$ cat src/rtl/serial_add_ctrl_pkg.sv
// Shared definitions for the serial add/subtract sequencer: FSM state encoding
// and the index-width helper used to size slice counters and part-select bases.
package serial_add_ctrl_pkg;

    typedef enum logic [1:0] {
        ST_IDLE = 2'd0,
        ST_RUN  = 2'd1,
        ST_DONE = 2'd2
    } state_t;

    // Index width for n items, never narrower than one bit.
    function automatic int idx_w(input int n);
        return (n > 1) ? $clog2(n) : 1;
    endfunction

endpackage

$ cat src/rtl/serial_add_ctrl_if.sv
// Start/done handshake and operand/result bus between the instruction sequencer
// (master) and the serial add/subtract sequencer (slave).
interface serial_add_ctrl_if
    import serial_add_ctrl_pkg::*;
#(
    parameter int SLICE   = 8,
    parameter int NSLICES = 4
);
    localparam int W = SLICE * NSLICES;

    logic         start;
    logic         sub;
    logic [W-1:0] a;
    logic [W-1:0] b;
    logic         cin;
    logic         busy;
    logic         done;
    logic [W-1:0] sum;
    logic         cout;
    logic         ovf;

    modport master (
        output start, sub, a, b, cin,
        input  busy, done, sum, cout, ovf
    );

    modport slave (
        input  start, sub, a, b, cin,
        output busy, done, sum, cout, ovf
    );

endinterface

$ cat src/rtl/serial_add_ctrl_addern.sv
// Narrow ripple adder slice reused by the serial sequencer once per cycle.
module addern #(
    parameter int SLICE = 8
) (
    input  logic [SLICE-1:0] a,
    input  logic [SLICE-1:0] b,
    input  logic             cin,
    output logic [SLICE-1:0] s,
    output logic             cout
);

    assign {cout, s} = {1'b0, a} + {1'b0, b} + {{SLICE{1'b0}}, cin};

endmodule

$ cat src/rtl/serial_add_ctrl.sv
// Wide add/subtract built from one SLICE-bit adder reused over NSLICES cycles,
// LSB slice first, with the inter-slice carry held in a flip-flop.
module serial_add_ctrl
    import serial_add_ctrl_pkg::*;
#(
    parameter int SLICE   = 8,
    parameter int NSLICES = 4
) (
    input  logic               clk,
    input  logic               rst_n,
    serial_add_ctrl_if.slave   bus
);

    localparam int W  = SLICE * NSLICES;
    localparam int KW = idx_w(NSLICES);
    localparam int AW = idx_w(W);
    localparam logic [KW-1:0] K_LAST = KW'(NSLICES - 1);

    state_t           state;
    state_t           state_nxt;
    logic [KW-1:0]    k;
    logic             carry;
    logic [W-1:0]     opa;
    logic [W-1:0]     opb;
    logic [W-1:0]     sum_q;
    logic             cout_q;
    logic             ovf_q;
    logic             accept;
    logic             last;
    logic [AW-1:0]    base;
    logic [SLICE-1:0] s_sum;
    logic             s_cout;
    logic             busy_c;
    logic             done_c;

    assign accept = bus.start && ((state == ST_IDLE) || (state == ST_DONE));
    assign last   = (state == ST_RUN) && (k == K_LAST);
    assign base   = AW'(k) * AW'(SLICE);

    addern #(.SLICE(SLICE)) u_addern (
        .a    (opa[base +: SLICE]),
        .b    (opb[base +: SLICE]),
        .cin  (carry),
        .s    (s_sum),
        .cout (s_cout)
    );

    always_ff @(posedge clk or negedge rst_n) begin
        if (!rst_n) begin
            state <= ST_IDLE;
        end else begin
            state <= state_nxt;
        end
    end

    always_comb begin
        state_nxt = state;
        case (state)
            ST_IDLE: if (bus.start) state_nxt = ST_RUN;
            ST_RUN:  if (k == K_LAST) state_nxt = ST_DONE;
            ST_DONE: state_nxt = bus.start ? ST_RUN : ST_IDLE;
            default: state_nxt = ST_IDLE;
        endcase
    end

    always_comb begin
        busy_c = (state == ST_RUN);
        done_c = (state == ST_DONE);
    end

    // Subtract stores ~b; cin is an active-low borrow there, so it feeds the carry unchanged.
    always_ff @(posedge clk) begin
        if (accept) begin
            opa <= bus.a;
            opb <= bus.sub ? ~bus.b : bus.b;
        end
    end

    always_ff @(posedge clk or negedge rst_n) begin
        if (!rst_n) begin
            k      <= '0;
            carry  <= 1'b0;
            sum_q  <= '0;
            cout_q <= 1'b0;
            ovf_q  <= 1'b0;
        end else if (accept) begin
            carry <= bus.cin;
            k     <= '0;
            sum_q <= '0;
        end else if (state == ST_RUN) begin
            sum_q[base +: SLICE] <= s_sum;
            carry                <= s_cout;
            if (last) begin
                cout_q <= s_cout;
                ovf_q  <= (opa[W-1] == opb[W-1]) && (s_sum[SLICE-1] != opa[W-1]);
                k      <= '0;
            end else begin
                k <= k + 1'b1;
            end
        end
    end

    assign bus.busy = busy_c;
    assign bus.done = done_c;
    assign bus.sum  = sum_q;
    assign bus.cout = cout_q;
    assign bus.ovf  = ovf_q;

endmodule

$ cat src/flat_wrapper.sv
// flat-port wrapper written by rule: the top's interface ports become plain ports
module serial_add_ctrl_flat import serial_add_ctrl_pkg::*;
#(
    parameter int SLICE   = 8,
    parameter int NSLICES = 4
)
  (clk, rst_n, bus_start, bus_sub, bus_a, bus_b, bus_cin, bus_busy, bus_done, bus_sum, bus_cout, bus_ovf);
  serial_add_ctrl_if #(.SLICE(SLICE), .NSLICES(NSLICES)) bus_i ();
  input  logic clk;
  input  logic rst_n;
  input wire logic [$bits(bus_i.start)-1:0] bus_start;
  input wire logic [$bits(bus_i.sub)-1:0] bus_sub;
  input wire logic [$bits(bus_i.a)-1:0] bus_a;
  input wire logic [$bits(bus_i.b)-1:0] bus_b;
  input wire logic [$bits(bus_i.cin)-1:0] bus_cin;
  output wire logic [$bits(bus_i.busy)-1:0] bus_busy;
  output wire logic [$bits(bus_i.done)-1:0] bus_done;
  output wire logic [$bits(bus_i.sum)-1:0] bus_sum;
  output wire logic [$bits(bus_i.cout)-1:0] bus_cout;
  output wire logic [$bits(bus_i.ovf)-1:0] bus_ovf;
  assign bus_i.start = bus_start;
  assign bus_i.sub = bus_sub;
  assign bus_i.a = bus_a;
  assign bus_i.b = bus_b;
  assign bus_i.cin = bus_cin;
  assign bus_busy = bus_i.busy;
  assign bus_done = bus_i.done;
  assign bus_sum = bus_i.sum;
  assign bus_cout = bus_i.cout;
  assign bus_ovf = bus_i.ovf;
  serial_add_ctrl #(.SLICE(SLICE), .NSLICES(NSLICES)) u_core (.clk(clk), .rst_n(rst_n), .bus(bus_i));
endmodule
$ cat config.mk
export PLATFORM = sky130hd
export DESIGN_NAME = serial_add_ctrl_flat
export DESIGN_NICKNAME = d
export VERILOG_FILES = /design/src/rtl/serial_add_ctrl_pkg.sv /design/src/rtl/serial_add_ctrl_if.sv /design/src/rtl/serial_add_ctrl_addern.sv /design/src/rtl/serial_add_ctrl.sv /design/src/flat_wrapper.sv
export SDC_FILE = /design/constraint.sdc
export NUM_CORES = 1
export LEC_CHECK = 0
export ABC_AREA = 0
export BUFFER_PORTS_ARGS = -buffer_cell sky130_fd_sc_hd__buf_4
export CORE_ASPECT_RATIO = 0.75
export CORE_MARGIN = 2
export CORE_UTILIZATION = 58
export DETAILED_ROUTE_END_ITERATION = 16
export HOLD_SLACK_MARGIN = 0.03
export PLACE_DENSITY = 0.82
export SKIP_CTS_REPAIR_TIMING = 1
export SLEW_MARGIN = 20
export SYNTH_ARGS = -nofsm -noshare
export SYNTH_HDL_FRONTEND = slang
export SYNTH_HIERARCHICAL = 1
export SYNTH_SLANG_ARGS = --single-unit
$ cat constraint.sdc
create_clock -name clk -period 5.04 [get_ports clk]
set_input_delay 0.756 -clock clk [delete_from_list [all_inputs] [get_ports clk]]
set_output_delay 0.756 -clock clk [all_outputs]
set_load 0.02 [all_outputs]
## Word level (Yosys, flattened, before mapping)

Index checks and enable logic that the tools add are counted.
Widths: inputs -> output; s select.

| word-level totals | value |
|---|---|
| latch bits | 0 |
| memory bits (writable) | 0 |
| flip-flop bits (word level) | 103 |
| input port bits | 69 |
| output and inout bits | 36 |
| word-level logic and storage cells | 46 |
| memory bits (read-only) | 0 |
| memories kept | 0 |

| cells by class | value |
|---|---|
| shift-type cells | 4 |
| bitwise logic cells | 2 |
| muxes and demuxes | 13 |
| equality and inequality tests | 7 |
| divide/modulo/power cells | 0 |
| order comparisons | 0 |
| reduce and logical (&&, ||, !) cells | 8 |
| multipliers | 0 |
| $add $sub $neg | 4 |

Operator list:

| kind | number |
|---|---|
| $mux 32 | 3 |
| $shiftx 32x6->8 | 2 |
| $bwmux 32 | 1 |
| $not 32->32 | 1 |
| $shift 8x7->32 const A | 1 |
| $shiftx 8x7->32 | 1 |
| $mux 2 | 5 |
| $add 8x8->9 | 1 |
| $add 9x1->9 | 1 |
| $neg 5->7 | 1 |
| $pmux 2 s3 | 1 |
| $eq 2x2->1 const B | 2 |
| $logic_and 1x1->1 | 3 |
| $mux 1 | 3 |
| $reduce_and 3->1 | 1 |
| $add 2x1->2 const B | 1 |
| $eq 2x1->1 const B | 1 |
| $logic_not 2->1 | 1 |
| $ne 2x1->1 const B | 1 |
| $ne 2x2->1 const B | 1 |
| $reduce_and 2->1 | 1 |
| $reduce_bool 2->1 | 1 |
| $eq 1x1->1 | 1 |
| $logic_or 1x1->1 | 1 |
| other kinds (2) | 2 |

## Longest topological paths before layout

| logic depth | value |
|---|---|
| depth in word-level cells | 7 |
| depth in mapped cells | 11 |
| depth with buffers taken out | 9 |

## Cells and area by module

Netlist, hierarchy kept.

Modules (own cells, without submodules):

| module | area an instance (um^2) | cells each | sequential area each (um^2) | times used |
|---|---|---|---|---|
| serial_add_ctrl | 4296.6 | 243 | 2897.8 | 1 |
| addern | 331.6 | 40 | 0.0 | 1 |

## Least setup slack after synthesis

No wires, ideal clock.

| path | value |
|---|---|
| kind | reg2reg |
| start point | register u_core.k[0] |
| end point | register u_core.sum_q[28], in the netlist u_core/bus.sum[28] |
| cell stages (with the launch flop) | 10 |
| buffers on the path | 1 |
| arrival | 2.944 ns |
| path slack | 1.971 ns |
| library setup time | 0.125 ns |
| cell sequence | dfrtp_1 -> buf_2 -> mux4_2 -> fa_1 -> fa_1 -> a21oi_1 -> o21bai_1 -> xor2_1 -> and3_1 -> mux2_4 |

| on the way | value |
|---|---|
| cells in the longest elaborated chain, start to end | 7 |
| elaborated cells on any way between the ends | 10 |
| classes of those cells | 3 x add/sub; 4 x shift; 3 x mux |

RTL lines:

| what | RTL line | text |
|---|---|---|
| start, declared | serial_add_ctrl.sv:21 | `logic [KW-1:0] k;` |
| start signal, assigned | serial_add_ctrl.sv:98 | `k <= k + 1'b1;` |
| $shiftx 32x6->8 (on tied branches) | serial_add_ctrl.sv:41, serial_add_ctrl.sv:42 |  |
| $add 8x8->9 (*) | serial_add_ctrl_addern.sv:12 | `assign {cout, s} = {1'b0, a} + {1'b0, b} + {{SLICE{1'b0}}, cin};` |
| $add 9x1->9 (*) | serial_add_ctrl_addern.sv:12 |  |
| net u_core.s_sum[4] | serial_add_ctrl.sv:31 | `logic [SLICE-1:0] s_sum;` |
| $shiftx 8x7->32 (*) | serial_add_ctrl.sv:91 | `sum_q[base +: SLICE] <= s_sum;` |
| $bwmux 32 (*) | serial_add_ctrl.sv:91 |  |
| $mux 32 (*) | serial_add_ctrl.sv:90 | `end else if (state == ST_RUN) begin` |
| $mux 32 (*) | serial_add_ctrl.sv:86 | `end else if (accept) begin` |
| end signal, assigned by index | serial_add_ctrl.sv:91 |  |
| end, declared | serial_add_ctrl.sv:25 | `logic [W-1:0] sum_q;` |

The timed path passes the listed nets; every way through them passes the cells marked *. The select of a mux whose other input is x is not followed.
A chain may end at the register's enable or synchronous reset.

## Final worst setup path

Same ends and word-level chain as after synthesis.

==> flow_metrics.tcl <==
set metrics [dict create \
    antenna_found_initial 0 \
    cts_root_buf "clkbuf_8" \
    start_kind "register" \
    synthCells 283 \
    drtIter0Drc 161 \
    drc 0 \
    cts_max_level 3 \
    synth_mux_area_share_pct 10.5 \
    slew_viol_final 0 \
    ys.flop_type "edfxtp_1" \
    synthSimpleGateAreaFrac_pct 5.06 \
    numCtsBuffers 9 \
    wl_per_cell_microns 17.2 \
    die_y_microns 81.4 \
    core_area_sq_mm 0.00781 \
    ant_nets 0 \
    finalHoldViolCount 0 \
    fin_cells 497 \
    synth_top_family_by_area "multiplexers" \
    gp_congestion 0.807 \
    seq_area_frac_synth_pct 62.6 \
    cp_max_fo 13 \
    fillers 521 \
    setup_violations 0 \
    ys_seq_elements 103 \
    multiInputGateArea_sq_mm 0.00162 \
    synthTopCellsByArea "edfxtp_1 42%, dfrtp_1 21%, mux4_2 7.8%" \
    syn_area_sq_mm 0.00463 \
    status "completed" \
    fin_crit_ns 3.41 \
    clock_sinks 103 \
    crit_arrival_ns 3.66 \
    slew_headroom_pct 41.7 \
    fin_setup_tns_ns 0 \
    avgSynthCellArea_sq_um 16.4 \
    synth-compound-area-share_pct 8.30 \
    yosys_warnings 6 \
    vias_per_cell 5.46 \
    place_inst 481 \
    drv_cap 0 \
    grt_max_degree 70 \
    max_freq_ghz 0.293 \
    die_area_sq_mm 0.00872 \
    num_io_pins 105 \
    cts.path.max_buffers 2 \
    nets 471 \
    leakagePower_nw 2.48 \
    die_width_microns 107 \
    dr.pass1.iters 4 \
    synthTopCellsByCount "64 x edfxtp_1, 39 x dfrtp_1, 34 x xor2_1" \
    rows 28 \
    fin_ws_ns 1.63 \
    post-route-period-util_pct 67.7 \
    postLayoutCoreUtil_pct 72.8 \
    clk_latency_ns 0.36 \
    synth_cell_types 40 \
    grt.total_usage_pct 21.4 \
    grt_pass1_wl_microns 13900 \
    cp.required_ns 5.29 \
    ir_worst_vdd_mv 0.289 \
    critPathKind "register to register" \
    seq_area_sq_mm 0.00290 \
    synth.most_common_cell "edfxtp_1" \
    power.density_mw_per_mm2 590 \
    post-place-ws_ns 1.61 \
    grt_pass1_vias 2727 \
    fin_skew_ns 0.00899 \
    ys_async_sr_fraction_pct 37.9 \
    post-dp-hpwl_microns 6320 \
    clk_pin_slew_worst_paths_ns 0.09 \
    synth_edf_count 64 \
    synth_adder_area_share_pct 4.38 \
    synth_xor_area_share_pct 6.81 \
    synth_largest_area_cell "edfxtp_1" \
    tightest_slew_ns 0.875 \
    drive_above_1_share_pct 39.8 \
    via_count 2713 \
    synth_top_area_share_pct 41.5 \
    grt-ovfl-total 0 \
    initial_core_util_pct 59.2 \
    synthToLayoutAreaGrowth_pct 23.0 \
    min_path_type "input pin to async pin" \
    synth_nets 367 \
    rsz0062_at_grt "no" \
    diodes 0 \
    cts_tree "yes" \
    worstSetupEndpointType "register" \
    wirelength_microns 8530 \
    port_buffers 104 \
]
through the flow:
step                total power [mW]  cell area [sq um]  hold slack (ns)
global route                    3.57               5690            0.372
floorplan                       2.37               4630            0.460
finish                          3.36               5690            0.347
global placement                2.79               5480            0.489
CTS                             3.38               5690            0.345
detailed placement              2.85               5480            0.497
per-layer routing:
layer	vias to the layer above	wire length [microns]	global-route usage [%]
met5	-	0	0
li1	1288	-	-
met3	6	535	5.46
met1	1325	4050	32.0
met4	0	61	4.68
met2	94	3880	32.3
critical path, stage by stage, from the launching register on:
cell and delay (ns):
dfrtp_1 0.86, mux4_2 0.63, fa_1 0.48, fa_1 0.42
a21oi_1 0.21, o21bai_1 0.10, xor2_1 0.18, and3_1 0.17
mux2_4 0.25
registers in the layout (all words and copies together), names as in the netlist:
name             cells
u_core/bus.sum      32
u_core/opa          32
u_core/opb          32
u_core/k             2
u_core/state         2
u_core/bus.cout      1
u_core/bus.ovf       1
u_core/carry         1
cell type report:
type | instances | share of cell area (%)
sequential | 103 | 50.9
multi-input combinational | 158 | 28.5
clock buffer | 12 | 2.77
tap | 105 | 2.31
clock inverter | 4 | 0.880
timing repair buffer | 106 | 14.0
inverter | 9 | 0.594
final timing paths:
check,start,end,slack (ns),depth (start not counted)
worst min-delay path,rst_n,u_core/bus.sum[18]$_DFFE_PN0P_,0.35,1
worst min register to register,u_core/bus.sum[18]$_DFFE_PN0P_,u_core/bus.sum[18]$_DFFE_PN0P_,0.51,1
min in group clk,u_core/bus.sum[18]$_DFFE_PN0P_,u_core/bus.sum[18]$_DFFE_PN0P_,0.51,1
worst max-delay path,u_core/k[0]$_DFFE_PN0P_,u_core/bus.sum[28]$_DFFE_PN0P_,1.63,8
worst max register to register,u_core/k[0]$_DFFE_PN0P_,u_core/bus.sum[28]$_DFFE_PN0P_,1.63,8
max in group asynchronous,rst_n,u_core/bus.sum[2]$_DFFE_PN0P_,4.35,1
report_power, final:
| part | switching, mW | internal (mW) |
|---|---|---|
| Clock | 0.263 | 0.263 |
| Combinational | 0.908 | 0.682 |
| Sequential | 0.132 | 1.11 |
| Total | 1.30 | 2.05 |
cells by family (layout without fill, tap and decap cells):
kind of cell               count (synthesis)  after routing
DFF                                      103            103
AOI/OAI and AO/OA                         48             48
xor gates and xnor gates                  36             36
and+or+nand+nor                           34             34
muxes                                     25             25
buffers and inverters                     22            131
adders and majority gates                 15             15
placed cells by master (no fill, tap or decap), types with 5 or more instances in the layout:
cell type / synthesis / final
xor2_1: 34 / 34
and3_1: 9 / 9
buf_4: 0 / 106
dfrtp_1: 39 / 39
a22o_1: 24 / 24
mux4_2: 16 / 16
clkbuf_8: 0 / 9
ha_1: 13 / 13
edfxtp_1: 64 / 64
inv_1: 6 / 6
nand3_1: 5 / 5
mux2_4: 7 / 7
No activity file was read; power rests on OpenSTA's default activity.
